===== config.mk =====
export PLATFORM = sky130hd
export DESIGN_NAME = tensor_add_arbiter
export DESIGN_NICKNAME = d
export VERILOG_FILES = /design/src/rtl/tensor_add_arbiter_pkg.sv /design/src/rtl/tensor_add_arbiter_tag_pipe.sv /design/src/rtl/tensor_add_arbiter.sv
export SDC_FILE = /design/constraint.sdc
export NUM_CORES = 1
export LEC_CHECK = 0
export CORE_AREA = 4 4 157 159
export DETAILED_ROUTE_END_ITERATION = 8
export DIE_AREA = 0 0 161 163
export PLACE_DENSITY = 0.52
export SLEW_MARGIN = 20
export SYNTH_ARGS = -nofsm -noshare
export SYNTH_HDL_FRONTEND = slang
export SYNTH_SLANG_ARGS = --single-unit

===== constraint.sdc =====
create_clock -name clk -period 7.8 [get_ports clk]
set_input_delay 1.56 -clock clk [delete_from_list [all_inputs] [get_ports clk]]
set_output_delay 1.56 -clock clk [all_outputs]
set_load 0.01 [all_outputs]

===== src/rtl/tensor_add_arbiter_pkg.sv =====
// Shared types and helpers for the tensor-scalar adder arbiter.
// Optional float support is selected with the TENSOR_ADD_ARB_FLOAT_EN macro.
package tensor_add_arbiter_pkg;

    // Default number of enabled cycles from float issue to adder result
    localparam int FLOAT_LATENCY_DEFAULT = 3;

    // Tag ID width sized for the largest supported requester count (8)
    localparam int TAG_ID_W = 3;

    // One entry of the float tag pipe: which requester owns the op in flight
    typedef struct packed {
        logic                valid;
        logic [TAG_ID_W-1:0] id;
    } tag_t;

    // Round-robin pointer advance: the requester after cur, wrapping at num
    function automatic logic [TAG_ID_W-1:0] rr_next(input logic [TAG_ID_W-1:0] cur,
                                                    input int                  num);
        logic [TAG_ID_W:0] inc;
        logic [TAG_ID_W:0] lim;
        inc = {1'b0, cur} + 1'b1;
        lim = num[TAG_ID_W:0];
        if (inc >= lim) begin
            return '0;
        end
        return inc[TAG_ID_W-1:0];
    endfunction

endpackage


===== src/rtl/tensor_add_arbiter_tag_pipe.sv =====
// Requester-ID shift register that runs in lockstep with the adder's float
// pipeline, so the tail entry names the owner of the result leaving the adder.
// Only instantiated when TENSOR_ADD_ARB_FLOAT_EN is defined.
module tensor_add_tag_pipe
    import tensor_add_arbiter_pkg::*;
#(
    parameter int DEPTH = FLOAT_LATENCY_DEFAULT
) (
    input  logic clk,
    input  logic rst,
    input  logic en_i,
    input  tag_t push_i,
    output tag_t tail_o,
    output logic busy_o
);

    tag_t [DEPTH-1:0] pipe_q;
    tag_t [DEPTH-1:0] pipe_d;

    // Shift one slot per enabled cycle, mirroring the adder pipeline advance
    always_comb begin
        pipe_d = pipe_q;
        if (en_i) begin
            pipe_d[0] = push_i;
            for (int i = 1; i < DEPTH; i++) begin
                pipe_d[i] = pipe_q[i-1];
            end
        end
    end

    // Tag state register; reset empties every slot
    always_ff @(posedge clk) begin
        if (rst) begin
            pipe_q <= '0;
        end else begin
            pipe_q <= pipe_d;
        end
    end

    // Busy whenever any float op is still travelling through the adder
    always_comb begin
        busy_o = 1'b0;
        for (int i = 0; i < DEPTH; i++) begin
            busy_o = busy_o | pipe_q[i].valid;
        end
    end

    assign tail_o = pipe_q[DEPTH-1];

endmodule


===== src/rtl/tensor_add_arbiter.sv =====
// Round-robin arbiter and sequencer sharing one tensor-scalar adder among
// NUM_REQ requesters, with a single registered, ID-tagged response channel.
// Define TENSOR_ADD_ARB_FLOAT_EN for float mode (tag pipe + integer drain-hold);
// without it every op is integer with one-cycle latency.
module tensor_add_arbiter
    import tensor_add_arbiter_pkg::*;
#(
    parameter int NUM_REQ       = 4,
    parameter int BW_ID         = $clog2(NUM_REQ),
    parameter int BW_DATA       = 32,
    parameter int FLOAT_LATENCY = FLOAT_LATENCY_DEFAULT
) (
    input  logic                       clk,
    input  logic                       rst,
    input  logic [NUM_REQ-1:0]         req_valid,
    output logic [NUM_REQ-1:0]         req_ready,
    input  logic [NUM_REQ*BW_DATA-1:0] req_operand0,
    input  logic [NUM_REQ*BW_DATA-1:0] req_operand1,
    input  logic [NUM_REQ-1:0]         req_is_sub,
    input  logic [NUM_REQ-1:0]         req_is_float,
    output logic                       adder_enable,
    output logic                       adder_in_valid,
    output logic                       adder_is_sub,
    output logic                       adder_is_float,
    output logic [BW_DATA-1:0]         adder_operand0,
    output logic [BW_DATA-1:0]         adder_operand1,
    input  logic                       adder_out_valid,
    input  logic [BW_DATA-1:0]         adder_out_data,
    output logic                       rsp_valid,
    input  logic                       rsp_ready,
    output logic [BW_ID-1:0]           rsp_id,
    output logic [BW_DATA-1:0]         rsp_data
);

    logic                stall;
    logic                issue;
    logic                hold;
    logic                int_issue;
    logic                win_found;
    logic                win_float;
    logic                pipe_busy;
    logic                tail_valid;
    logic                rsp_load;
    logic [TAG_ID_W-1:0] rr_ptr_q;
    logic [TAG_ID_W-1:0] rr_ptr_d;
    logic [TAG_ID_W-1:0] win_id;
    logic [TAG_ID_W-1:0] tail_id;
    logic [NUM_REQ-1:0]  rot_valid;
    int                  win_off;
    int                  win_sum;
    logic [BW_DATA-1:0]  sel_op0;
    logic [BW_DATA-1:0]  sel_op1;
    logic                sel_sub;
    logic                sel_float;
    logic                rsp_valid_q;
    logic                rsp_valid_d;
    logic [BW_ID-1:0]    rsp_id_q;
    logic [BW_ID-1:0]    rsp_id_d;
    logic [BW_DATA-1:0]  rsp_data_q;
    logic [BW_DATA-1:0]  rsp_data_d;

    // A held response freezes both issue and the adder pipeline
    assign stall        = rsp_valid_q & ~rsp_ready;
    assign adder_enable = ~stall;

    // Rotate the request vector so bit 0 is the requester at rr_ptr
    assign rot_valid = NUM_REQ'({req_valid, req_valid} >> rr_ptr_q);

    // Pick the first valid requester at or after rr_ptr
    always_comb begin
        win_found = 1'b0;
        win_off   = 0;
        for (int j = NUM_REQ - 1; j >= 0; j--) begin
            if (rot_valid[j]) begin
                win_found = 1'b1;
                win_off   = j;
            end
        end
        win_sum = int'(rr_ptr_q) + win_off;
        if (win_sum >= NUM_REQ) begin
            win_sum = win_sum - NUM_REQ;
        end
        win_id = TAG_ID_W'(win_sum);
    end

    // Mux the winner's operands and flags onto the adder inputs
    always_comb begin
        sel_op0   = '0;
        sel_op1   = '0;
        sel_sub   = 1'b0;
        sel_float = 1'b0;
        for (int i = 0; i < NUM_REQ; i++) begin
            if (win_id == TAG_ID_W'(i)) begin
                sel_op0   = req_operand0[i*BW_DATA +: BW_DATA];
                sel_op1   = req_operand1[i*BW_DATA +: BW_DATA];
                sel_sub   = req_is_sub[i];
                sel_float = req_is_float[i];
            end
        end
    end

`ifdef TENSOR_ADD_ARB_FLOAT_EN
    tag_t tag_push;
    tag_t tag_tail;

    assign win_float = sel_float;
    // An integer result is combinational, so it must wait for floats to drain
    assign hold      = win_found & ~win_float & pipe_busy;
    assign tag_push  = {issue & win_float, win_id};

    tensor_add_tag_pipe #(
        .DEPTH (FLOAT_LATENCY)
    ) u_tag_pipe (
        .clk    (clk),
        .rst    (rst),
        .en_i   (adder_enable),
        .push_i (tag_push),
        .tail_o (tag_tail),
        .busy_o (pipe_busy)
    );

    assign tail_valid = tag_tail.valid;
    assign tail_id    = tag_tail.id;
`else
    logic unused_float;
    localparam int unused_latency = FLOAT_LATENCY;

    assign unused_float = sel_float;
    assign win_float    = 1'b0;
    assign hold         = 1'b0;
    assign pipe_busy    = 1'b0;
    assign tail_valid   = 1'b0;
    assign tail_id      = '0;
`endif

    assign issue     = ~rst & win_found & ~stall & ~hold;
    assign int_issue = issue & ~win_float;

    assign req_ready      = issue ? (NUM_REQ'(1) << win_id) : '0;
    assign adder_in_valid = issue;
    assign adder_operand0 = sel_op0;
    assign adder_operand1 = sel_op1;
    assign adder_is_sub   = sel_sub;
    // Float mode stays asserted while results are in flight so the adder keeps draining
    assign adder_is_float = ~rst & ((issue & win_float) | pipe_busy);

    // Advance the round-robin pointer past each granted requester
    always_comb begin
        rr_ptr_d = rr_ptr_q;
        if (issue) begin
            rr_ptr_d = rr_next(win_id, NUM_REQ);
        end
    end

    // Round-robin pointer register
    always_ff @(posedge clk) begin
        if (rst) begin
            rr_ptr_q <= '0;
        end else begin
            rr_ptr_q <= rr_ptr_d;
        end
    end

    // Results are only accepted when someone owns them: a float tag or a live integer issue
    assign rsp_load = adder_enable & adder_out_valid & (tail_valid | int_issue);

    // Response register next state: reload on a new result, else clear on accept
    always_comb begin
        rsp_valid_d = rsp_valid_q;
        rsp_id_d    = rsp_id_q;
        rsp_data_d  = rsp_data_q;
        if (rsp_load) begin
            rsp_valid_d = 1'b1;
            rsp_id_d    = tail_valid ? BW_ID'(tail_id) : BW_ID'(win_id);
            rsp_data_d  = adder_out_data;
        end else if (rsp_ready) begin
            rsp_valid_d = 1'b0;
        end
    end

    // Response register; reset drops any pending response
    always_ff @(posedge clk) begin
        if (rst) begin
            rsp_valid_q <= 1'b0;
            rsp_id_q    <= '0;
            rsp_data_q  <= '0;
        end else begin
            rsp_valid_q <= rsp_valid_d;
            rsp_id_q    <= rsp_id_d;
            rsp_data_q  <= rsp_data_d;
        end
    end

    assign rsp_valid = rsp_valid_q;
    assign rsp_id    = rsp_id_q;
    assign rsp_data  = rsp_data_q;

    // An adder result nobody issued is a protocol error from the adder side
    a_owned_result: assert property (@(posedge clk) disable iff (rst)
        !(adder_enable && adder_out_valid && !tail_valid && !int_issue));

endmodule


==> results.toml <==
[pwr]
p_per_area_nw_per_um2 = 552
power.total_mw = 4.73
ir_drop_v = 0.000432
total_leakage_power_nw = 3.11

[clocking]
cts_buffers = 5
cts-root-buf = "clkbuf_16"
path_clk_slew_ps = 60
clk_latency_ps = 280
cts_tree = "yes"
cts.sinks = 38
htree_levels = 2
clk_path_buf_depth = 2

[worst_setup_path]
cp-start-kind = "primary input"
worstRegToRegCells = 10
worstPathRequired_ps = 6240
r2r_slack_ps = 4630
crit_type = "primary input to primary output"
rr_startpoint = "rr_ptr_q[2]"
reg2reg_to = "rr_ptr_q[1]"
crit_fanout = 65
crit_arrival_ps = 5940
worst_setup_path_end_kind = "primary output"

[routing]
vias = 5181
post_drt_wl_per_cell_um = 19.6
drc = 0
vias_per_cell = 4.42
drt_first_pass_iters = 4
initialDrtViolationCount = 315
drt-total-wl_um = 23000
antenna_left = 0

[worst_hold_path]
hold_path_depth = 2
min-delay-start = "rsp_id[1]"
hold_path.class = "flip-flop to flip-flop"
whs_endpoint = "rsp_id[1]"

[global_routing]
grt_antenna_before_repair = 2
grt_overflow_total = 0
grt_pass1_vias = 5294
grt_util_met1 = 0.205
grt_max_degree = 100
track_usage = 0.161
grt_pass1_wl_um = 33300
use_met3 = 0.0516
grtUsageMet2 = 0.271
top_usage_layer = "met2"

[die]
placementRows = 56
core_area_sq_um = 23300
die_area_sq_um = 26200
initial_core_util = 0.167
die-width_um = 161
io-pin-count = 411
die_h_um = 163

[sta]
slew_viol_final = 0
final_hold_viol_count = 0
setup_viol = 0
tightest_slew_ps = 583
worst_clock_skew_ps = 7.34
setup_tns_ps = 0
fin_crit_ps = 7500
rsz0062_at_grt = "no"
fmax_ghz = 0.133
worst_slack_ps = 299
period_share = 0.962
maxSlewHeadroom = 0.611

[logic_synthesis]
synth-adder-area-share = 0.0276
synthDistinctLibCells = 43
syn_avg_cell_area_sq_um = 8.20
netlist_area_sq_um = 3900
synthMuxAreaShare = 0.103
ys_seq_area_frac = 0.195
synth-xor-area-share = 0
ys_warn_count = 0
synth_simple_gate_area_frac = 0.253
async_reset_ff_frac = 0
ys_ff_latch = 38
syn_inst = 475
ys.flop_type = "dfxtp_1"
synth_top_family_by_area = "compound AO/OA/AOI/OAI gates"
synth_edf_count = 0
synth_compound_area_frac = 0.354
synth_nets = 787

[placement]
placed_area_sq_um = 8350
dp_cells = 1162
gp_congestion = 0.839
preCtsSetupSlack_ps = 156
dp_hpwl_um = 17900
portBuffers = 405

[cells_and_area]
stdcell_count = 1173
final_cell_mix = "clkdlybuf4s50_1, nor2_1, nand2b_1"
num-nets-final = 1163
drive_gt1_frac = 0.0681
area_growth_pct = 120
final_common_cell = "clkdlybuf4s50_1"
final_area_sq_um = 8570

[outcome]
status = "finished clean"

[flow_run]
drv_cap = 0
==> timing repair <==
item,in CTS,in global routing
setup endpoints to repair,0,31
gates resized for setup,0,1
endpoints found under the hold margin,0,0
buffers inserted,0,1
hold buffers,0,0
==> state kept, by name, summed over array words and instances (netlist names) <==
name and count:
rsp_data 32, rsp_valid 1, rsp_id 2, rr_ptr_q 3
==> routing by layer <==
metal | part of all wire | vias to the layer above
met4 | 0.0066 | 0
met3 | 0.089 | 11
li1 | - | 2545
met5 | 0 | -
met2 | 0.48 | 242
met1 | 0.42 | 2383
==> how the worst max path moves through the flow <==
stage / start / end / slack (ps)
after CTS: req_valid[2] / adder_operand1[25] / 160
after global placement: req_valid[2] / adder_operand1[30] / 170
after global routing: req_valid[2] / adder_is_sub / 70
after detailed placement: req_valid[2] / adder_operand1[25] / 160
final: req_valid[2] / adder_is_sub / 300
after floorplan: req_valid[2] / adder_operand0[0] / 1370
==> cell type report <==
class | count | area (sq um)
clock inverter | 2 | 60.1
antenna | 2 | 5.00
timing repair buffer | 419 | 4250
clock buffer | 6 | 139
multi-input combinational | 379 | 2930
sequential | 38 | 761
inverter | 8 | 30.0
tap | 319 | 399
fill | 2467 | 14700
==> power breakdown <==
part	switching, mW	internal [mW]
combinational	2.03	2.19
clock	0.0809	0.192
sequential	0.0175	0.219
total	2.13	2.60
==> cells in the mapped netlist (2+ instances only) <==
library cell	instances	share of area
a21oi_1	4	0.0051
and2_1	2	0.0032
and3_1	4	0.0064
buf_1	5	0.0048
buf_2	7	0.0090
buf_4	2	0.0039
buf_6	3	0.0087
clkbuf_1	33	0.032
dfxtp_1	38	0.20
ha_1	7	0.022
inv_1	8	0.0077
mux2_1	7	0.020
mux2_2	26	0.075
mux2i_1	3	0.0077
nand2_1	5	0.0048
nand2b_1	67	0.11
nor2_1	68	0.066
nor2b_1	32	0.051
o2bb2ai_1	65	0.15
o311a_1	65	0.17
o31ai_1	2	0.0039
==> through the flow <==
step           hold WS, ps  utilization
2_1_floorplan          483            -
3_3_place_gp           454        0.359
3_5_place_dp           454        0.359
4_1_cts                470        0.367
5_1_grt                498        0.369
6_report               462        0.369
==> logic make-up after synthesis <==
| family | count (synthesis) |
|---|---|
| AOI/OAI and AO/OA | 149 |
| adders and majority gates | 8 |
| and+or+nand+nor | 185 |
| muxes | 36 |
| buffers and inverters | 58 |
| DFF | 38 |
| other | 1 |
==> worst max-delay path, cell delays in order <==
cell,delay (ps)
clkdlybuf4s50_1,480
or4b_2,630
o211ai_1,150
a21oi_1,70
o31ai_1,230
ha_1,260
fa_1,490
inv_1,150
ha_1,180
inv_1,70
a311oi_4,240
buf_12,280
o2bb2ai_1,170
o311a_1,190
clkdlybuf4s50_1,630
Note: power is estimated with default switching activity, not from simulation.
